==> config.mk <==
export PLATFORM = sky130hd
export DESIGN_NAME = run_rr_scheduler
export DESIGN_NICKNAME = d
export VERILOG_FILES = /design/src/rtl/run_sched_pkg.sv /design/src/rtl/rr_pick.sv /design/src/rtl/run_rr_scheduler.sv
export SDC_FILE = /design/constraint.sdc
export NUM_CORES = 1
export LEC_CHECK = 0
export CAP_MARGIN = 20
export CORE_MARGIN = 10
export CORE_UTILIZATION = 48
export DETAILED_ROUTE_END_ITERATION = 6
export GPL_ROUTABILITY_DRIVEN = 0
export MAX_ROUTING_LAYER = met4
export PLACE_DENSITY = 0.84
export SKIP_LAST_GASP = 1
export SLEW_MARGIN = 20
export SYNTH_ARGS = -nofsm -noshare
export SYNTH_HDL_FRONTEND = slang
export SYNTH_SLANG_ARGS = --single-unit
==> constraint.sdc <==
create_clock -name clk -period 1.8 [get_ports clk]
set_input_delay 0.45 -clock clk [delete_from_list [all_inputs] [get_ports clk]]
set_output_delay 0.45 -clock clk [all_outputs]
set_load 0.03 [all_outputs]
==> src/rtl/run_sched_pkg.sv <==
// rtl/run_sched_pkg.sv - shared state encodings and constants for the round-robin run/done scheduler
package run_sched_pkg;

  typedef logic [1:0] state_t;

  localparam state_t S_IDLE  = 2'd0;
  localparam state_t S_ISSUE = 2'd1;
  localparam state_t S_WAIT  = 2'd2;
  localparam state_t S_ACK   = 2'd3;

  localparam int TIMEOUT_DEF = 15;

  localparam int JOB_CNT_W = 16;
  localparam int TMO_CNT_W = 8;

endpackage

==> src/rtl/rr_pick.sv <==
// rtl/rr_pick.sv - combinational round-robin picker scanning upward from last+1 with wrap
module rr_pick
  import run_sched_pkg::*;
#(
  parameter int N_REQ = 4,
  parameter int IDW   = $clog2(N_REQ)
) (
  input  logic [N_REQ-1:0] req,
  input  logic [IDW-1:0]   last,
  output logic             valid,
  output logic [IDW-1:0]   idx
);

  // Walk offsets from farthest to nearest so the nearest asserted request after last wins.
  always_comb begin
    int c;
    logic [IDW-1:0] cidx;
    valid = 1'b0;
    idx   = '0;
    c     = 0;
    cidx  = '0;
    for (int i = N_REQ; i >= 1; i--) begin
      c    = (int'(last) + i) % N_REQ;
      cidx = IDW'(c);
      if (req[cidx]) begin
        valid = 1'b1;
        idx   = cidx;
      end
    end
  end

endmodule

==> src/rtl/run_rr_scheduler.sv <==
// rtl/run_rr_scheduler.sv - round-robin sharing of one run/done worker; RUN_SCHED_STATS_EN adds job/timeout counters
module run_rr_scheduler
  import run_sched_pkg::*;
#(
  parameter int  N_REQ   = 4,
  parameter int  TIMEOUT = TIMEOUT_DEF,
  parameter int  TMR_W   = 4,
  localparam int IDW     = $clog2(N_REQ)
) (
  input  logic             clk,
  input  logic             rst_n,
  input  logic [N_REQ-1:0] req,
  output logic [N_REQ-1:0] ack,
  output logic             err,
  output logic             worker_run,
  input  logic             worker_done,
  output logic [IDW-1:0]   grant_id,
  output logic             busy
`ifdef RUN_SCHED_STATS_EN
  ,
  output logic [JOB_CNT_W-1:0] job_count,
  output logic [TMO_CNT_W-1:0] tmo_count
`endif
);

  state_t           state_q, state_d;
  logic [TMR_W-1:0] timer_q, timer_d;
  logic [IDW-1:0]   grant_q, grant_d;
  logic [IDW-1:0]   last_q, last_d;
  logic             errf_q, errf_d;

  logic             pick_valid;
  logic [IDW-1:0]   pick_idx;

  rr_pick #(
    .N_REQ (N_REQ),
    .IDW   (IDW)
  ) u_pick (
    .req   (req),
    .last  (last_q),
    .valid (pick_valid),
    .idx   (pick_idx)
  );

  // Next-state logic: arbitrate in IDLE only, pulse the worker, wait for done or timeout, then ack.
  always_comb begin
    state_d = state_q;
    timer_d = timer_q;
    grant_d = grant_q;
    last_d  = last_q;
    errf_d  = errf_q;
    case (state_q)
      S_IDLE: begin
        if (pick_valid) begin
          grant_d = pick_idx;
          state_d = S_ISSUE;
        end
      end
      S_ISSUE: begin
        timer_d = '0;
        state_d = S_WAIT;
      end
      S_WAIT: begin
        // done has priority over an expiring timer in the same cycle
        if (worker_done) begin
          errf_d  = 1'b0;
          state_d = S_ACK;
        end else if (timer_q == TMR_W'(TIMEOUT - 1)) begin
          errf_d  = 1'b1;
          state_d = S_ACK;
        end else begin
          timer_d = timer_q + 1'b1;
        end
      end
      S_ACK: begin
        last_d  = grant_q;
        state_d = S_IDLE;
      end
      default: state_d = S_IDLE;
    endcase
  end

  // State registers; last starts at N_REQ-1 so requester 0 has first priority.
  always_ff @(posedge clk or negedge rst_n) begin
    if (!rst_n) begin
      state_q <= S_IDLE;
      timer_q <= '0;
      grant_q <= '0;
      last_q  <= IDW'(N_REQ - 1);
      errf_q  <= 1'b0;
    end else begin
      state_q <= state_d;
      timer_q <= timer_d;
      grant_q <= grant_d;
      last_q  <= last_d;
      errf_q  <= errf_d;
    end
  end

  // Moore outputs decoded from registered state only.
  always_comb begin
    ack = '0;
    if (state_q == S_ACK) ack[grant_q] = 1'b1;
    err        = (state_q == S_ACK) && errf_q;
    worker_run = (state_q == S_ISSUE);
    busy       = (state_q != S_IDLE);
    grant_id   = grant_q;
  end

`ifdef RUN_SCHED_STATS_EN
  logic [JOB_CNT_W-1:0] job_cnt_q;
  logic [TMO_CNT_W-1:0] tmo_cnt_q;

  // Saturating completion counters, split by outcome, bumped in the ACK cycle.
  always_ff @(posedge clk or negedge rst_n) begin
    if (!rst_n) begin
      job_cnt_q <= '0;
      tmo_cnt_q <= '0;
    end else if (state_q == S_ACK) begin
      if (errf_q) begin
        if (tmo_cnt_q != '1) tmo_cnt_q <= tmo_cnt_q + 1'b1;
      end else begin
        if (job_cnt_q != '1) job_cnt_q <= job_cnt_q + 1'b1;
      end
    end
  end

  assign job_count = job_cnt_q;
  assign tmo_count = tmo_cnt_q;
`endif

endmodule

## Word level (Yosys, flattened, before mapping)

Cells that the tools add are included.
W data, S select, Z words.

| cells by class | value |
|---|---|
| add/subtract/negate cells | 5 |
| order comparisons | 6 |
| equality and inequality tests | 8 |
| muxes and demuxes | 28 |
| reduce and logical (&&, ||, !) cells | 10 |

Operator list:

| kind | number |
|---|---|
| $lt A2 B3 Y1 const B | 5 |
| $mux W2 | 7 |
| $mux W4 | 3 |
| $mux W1 | 11 |
| $bmux W1 S2 | 4 |
| $pmux W2 S4 | 1 |
| $pmux W4 S2 | 1 |
| $ne A2 B2 Y1 const B | 3 |
| $reduce_and A2 Y1 | 3 |
| $reduce_bool A2 Y1 | 3 |
| $add A2 B1 Y2 const B | 2 |
| $add A2 B2 Y2 const B | 2 |
| $add A4 B1 Y4 const B | 1 |
| $eq A2 B2 Y1 const B | 2 |
| $eq A4 B4 Y1 const B | 1 |
| $ne A3 B3 Y1 const B | 1 |
| $reduce_and A3 Y1 | 1 |
| $demux W1 S2 | 1 |
| $eq A2 B1 Y1 const B | 1 |
| $ge A2 B1 Y1 const B | 1 |
| $logic_and A1 B1 Y1 | 2 |
| $logic_not A2 Y1 | 1 |

| storage, ports and cells | value |
|---|---|
| register bits | 11 |
| input bits | 7 |
| output and inout port bits | 9 |
| logic and storage cells | 62 |

## Longest topological paths before layout

| logic depth | value |
|---|---|
| depth after elaboration | 9 |
| depth in mapped cells | 6 |
| depth with buffers taken out | 5 |

## By module

From an unflattened synthesis, not the netlist that was laid out.

| unflattened totals | value |
|---|---|
| cell total of the unflattened synthesis | 79 |
| area, all modules | 757.0 um^2 |

By module, submodules not included:

| module | times used | cells each | area each (um^2) |
|---|---|---|---|
| run_rr_scheduler | 1 | 65 | 665.6 |
| rr_pick | 1 | 14 | 91.3 |

## Worst setup path before layout

OpenSTA, ideal clock, no wires.

| path | value |
|---|---|
| path type | register -> output |
| start | reg state_q[0] |
| end | out ack[0] |
| arrival time | 1.360 ns |
| data required time | 1.350 ns |
| slack | -0.010 ns |
| cell stages (with the launch flop) | 3 |
| path through | dfrtp_1 ha_1 nor3b_1 |

| on the way | value |
|---|---|
| cells in the longest elaborated chain, start to end | 2 |

RTL lines:

| item | RTL line | RTL |
|---|---|---|
| from (decl) | run_rr_scheduler.sv:26 | `state_t state_q, state_d;` |
| from (signal assigned) | run_rr_scheduler.sv:92 | `state_q <= state_d;` |
| $eq A2 B2 Y1 | run_rr_scheduler.sv:103 | `if (state_q == S_ACK) ack[grant_q] = 1'b1;` |
| $mux W4 | run_rr_scheduler.sv:103 |  |
| to (decl) | run_rr_scheduler.sv:13 | `output logic [N_REQ-1:0] ack,` |

No other way between the ends.

## Final worst setup path

Ends and elaborated chain as after synthesis.

==> summary.md <==
| Metric | Value |
|---|---|
| P_int | `roughly 0.8 mW` |
| # setup viols final | `0` |
| CP Max Fanout | `7` |
| Diodes inserted | `0` |
| Die area | `about 3500 um2` |
| Synth Register Bits | `11` |
| ANT nets after route | `0` |
| Clk slew on worst S/H paths | `80 ps` |
| Fin. Hold Viols | `0` |
| R2R depth | `6` |
| Wirelength per Cell | `between 10 and 15 um` |
| R2r endpoint | `state_q[1]` |
| Worst Hold Class | `in2async` |
| Detailed Route WL | `~1700 um` |
| IO Count | `16` |
| P&R area growth vs syn | `27.8%` |
| Final period utilization | `0.966` |
| CTS H-tree lvls | `1` |
| Slew HR | `0.657` |
| Crit path required time | `1350 ps` |
| Psw | `0.660 mW` |
| Die width | `between 50 and 60 um` |
| Combinational share of power | `0.584` |
| Fin util | `0.645` |
| PortBufs | `15` |
| Global Route Usage Sum | `0.101` |
| CTS Buffer Depth | `2` |
| Sequential element share of the synthesized area | `0.369` |
| Die H | `a little under 60 um` |
| Synth area leaders | `dfrtp_1 30%, ha_1 12%, dfstp_2 7.0%` |
| Post-Syn Area | `752 um2` |
| Dpl hpwl | `between 1000 and 1500 um` |
| Layout cells sized above 1 | `0.238` |
| Final Max Slew Viols | `0` |
| RR Startpoint | `timer_q[0]` |
| CTS tree | `done` |
| Routed via count | `around 660` |
| Setup TNS | `0 ps` |
| Grt ovf | `0` |
| Post-synth EDFFs | `0` |
| Status | `finished, final reports clean` |
| CP endpoint kind | `output port` |
| First-pass GRT wire length | `2820 um` |
| Worst skew pair latency | `270 ps` |
| Yosys cell types | `34` |
| Initial DRC count | `15` |
| Most common cell after layout, fill and taps aside | `buf_4` |
| Drt drc | `0` |
| Core area | `1490 um2` |
| Arrival time worst endpoint | `approximately 1300 ps` |
| Share of flip-flops with an asynchronous set or reset | `1.00` |
| Worst Tran Pin Value | `514 ps` |
| Share of the synthesized area in the top cell type | `0.300` |
| Clock share of power | `0.115` |
| Final Critical Period | `roughly 1700 ps` |
| Fmax | `between 500 and 600 MHz` |
| Clock Skew | `between 8 and 9 ps` |
| Most frequent cells in the layout | `11 x buf_4, 10 x inv_1, 9 x nand2_1, 9 x dfrtp_1, 7 x clkdlybuf4s50_1` |
| R2R setup slack | `340 ps` |
| Largest net degree at the start of global routing | `12` |
| Final nets | `roughly 120` |
| Sink Count | `11` |
| CP Class | `reg2out` |
| Synth Area per Inst | `approximately 9.4 um2` |
| Flop pwr share | `0.300` |
| Ys Warns | `0` |
| Vias in the first global route | `approximately 620` |
| Non-Filler Instances | `around 120` |
| TritonCTS buffer count | `3` |
| Max Cap Viol | `0` |
| RSZ-0062 raised after global routing | `true` |
| Syn Nets | `94` |
| Vias/cell | `5.65` |
| VDD IR max | `roughly 680 uV` |
| Clock Tree Root | `clkbuf_4` |
| DRT Pass-1 Iters | `4` |
| Crit path to | `ack[0]` |
| Row cnt | `14` |
| Switching Fraction | `0.454` |
| Worst hold slack | `roughly 520 ps` |
| Tot Pwr | `around 1.5 mW` |
| CP Launch Type | `flip-flop` |
| Synth Instances | `80` |
| Pwr/cell area | `about 1500 nW/um2` |
| Synth area leader | `dfrtp_1` |
| Initial Utilization | `0.505` |
| Antenna violations before repair | `0` |
| Main synth FF type | `dfrtp_1` |
| Worst Setup SP | `state_q[0]` |
| Post-Place Cells | `approximately 110` |
| Pleak | `0.446 nW` |
## registers in the layout (all words and copies together), names as in the netlist
| register | flops |
|---|---|
| state_q | 2 |
| grant_id | 2 |
| last_q | 2 |
| errf_q | 1 |
| timer_q | 4 |
## critical path, stage by stage (launching register included)
cell     delay, ps
dfrtp_1        410
ha_2           260
nor3b_2        170
buf_4          180
## logic make-up (layout without fill, tap and decap cells)
logic type | Yosys count | after routing | synth area share
and+or+nand+nor | 24 | 24 | 0.185
AOI/OAI and AO/OA | 23 | 23 | 0.225
buffers and inverters | 12 | 33 | 0.0616
DFF | 11 | 11 | 0.369
adders and majority gates | 7 | 7 | 0.116
muxes | 3 | 3 | 0.0433
## worst min-delay path by stage
stage	from	endpoint	slack (ps)	cells past startpoint
global placement	timer_q[0]	timer_q[0]	520	1
CTS	rst_n	timer_q[1]	530	1
floorplan	rst_n	errf_q	150	0
finish	rst_n	grant_id[1]	520	1
detailed placement	errf_q	errf_q	520	2
global route	rst_n	timer_q[1]	550	1
## power groups by stage
stage | registers, mW | clock network, mW | logic (mW)
global placement | 0.438 | 0 | 0.825
detailed placement | 0.441 | 0 | 0.845
finish | 0.437 | 0.168 | 0.849
floorplan | 0.469 | 0 | 0.545
global route | 0.451 | 0.185 | 0.931
CTS | 0.436 | 0.171 | 0.844
## cells in the mapped netlist (2+ instances only)
master and number:
a21oi_1 5, a31oi_1 3, dfrtp_1 9, dfstp_2 2, ha_1 7, inv_1 10, mux2_2 2, nand2_1 9
nand2b_1 2, nor2_1 3, nor3b_1 3, o21ai_0 3
## layer usage
| metal | part of all wire | vias up | GRT usage |
|---|---|---|---|
| met2 | 0.47 | 18 | 0.165 |
| met1 | 0.46 | 310 | 0.117 |
| li1 | - | 331 | - |
| met3 | 0.055 | 2 | 0.0279 |
| met5 | 0 | - | - |
| met4 | 0.0047 | 0 | 0.0288 |
## metrics by stage
| step | cell area [um2] | setup slack (ps) |
|---|---|---|
| 2_1_floorplan | 757 | 255 |
| 3_3_place_gp | 931 | 54.7 |
| 3_5_place_dp | 931 | 20.9 |
| 4_1_cts | 958 | 50.2 |
| 5_1_grt | 961 | -4.12 |
| 6_report | 961 | 61.4 |
## repair_timing
item,CTS,global route
buffers inserted,0,0
hold buffers,0,0
gates resized for setup,2,1
setup endpoints to repair,3,3
## cell type report
class | instances | area, um2
Clock buffer | 4 | 26.3
Inverter | 10 | 37.5
Tap cell | 16 | 20.0
Timing Repair Buffer | 19 | 161
Multi-Input combinational cell | 57 | 438
Sequential cell | 11 | 278
Fill cell | 124 | 528
Note: power is estimated with default switching activity, not from simulation.
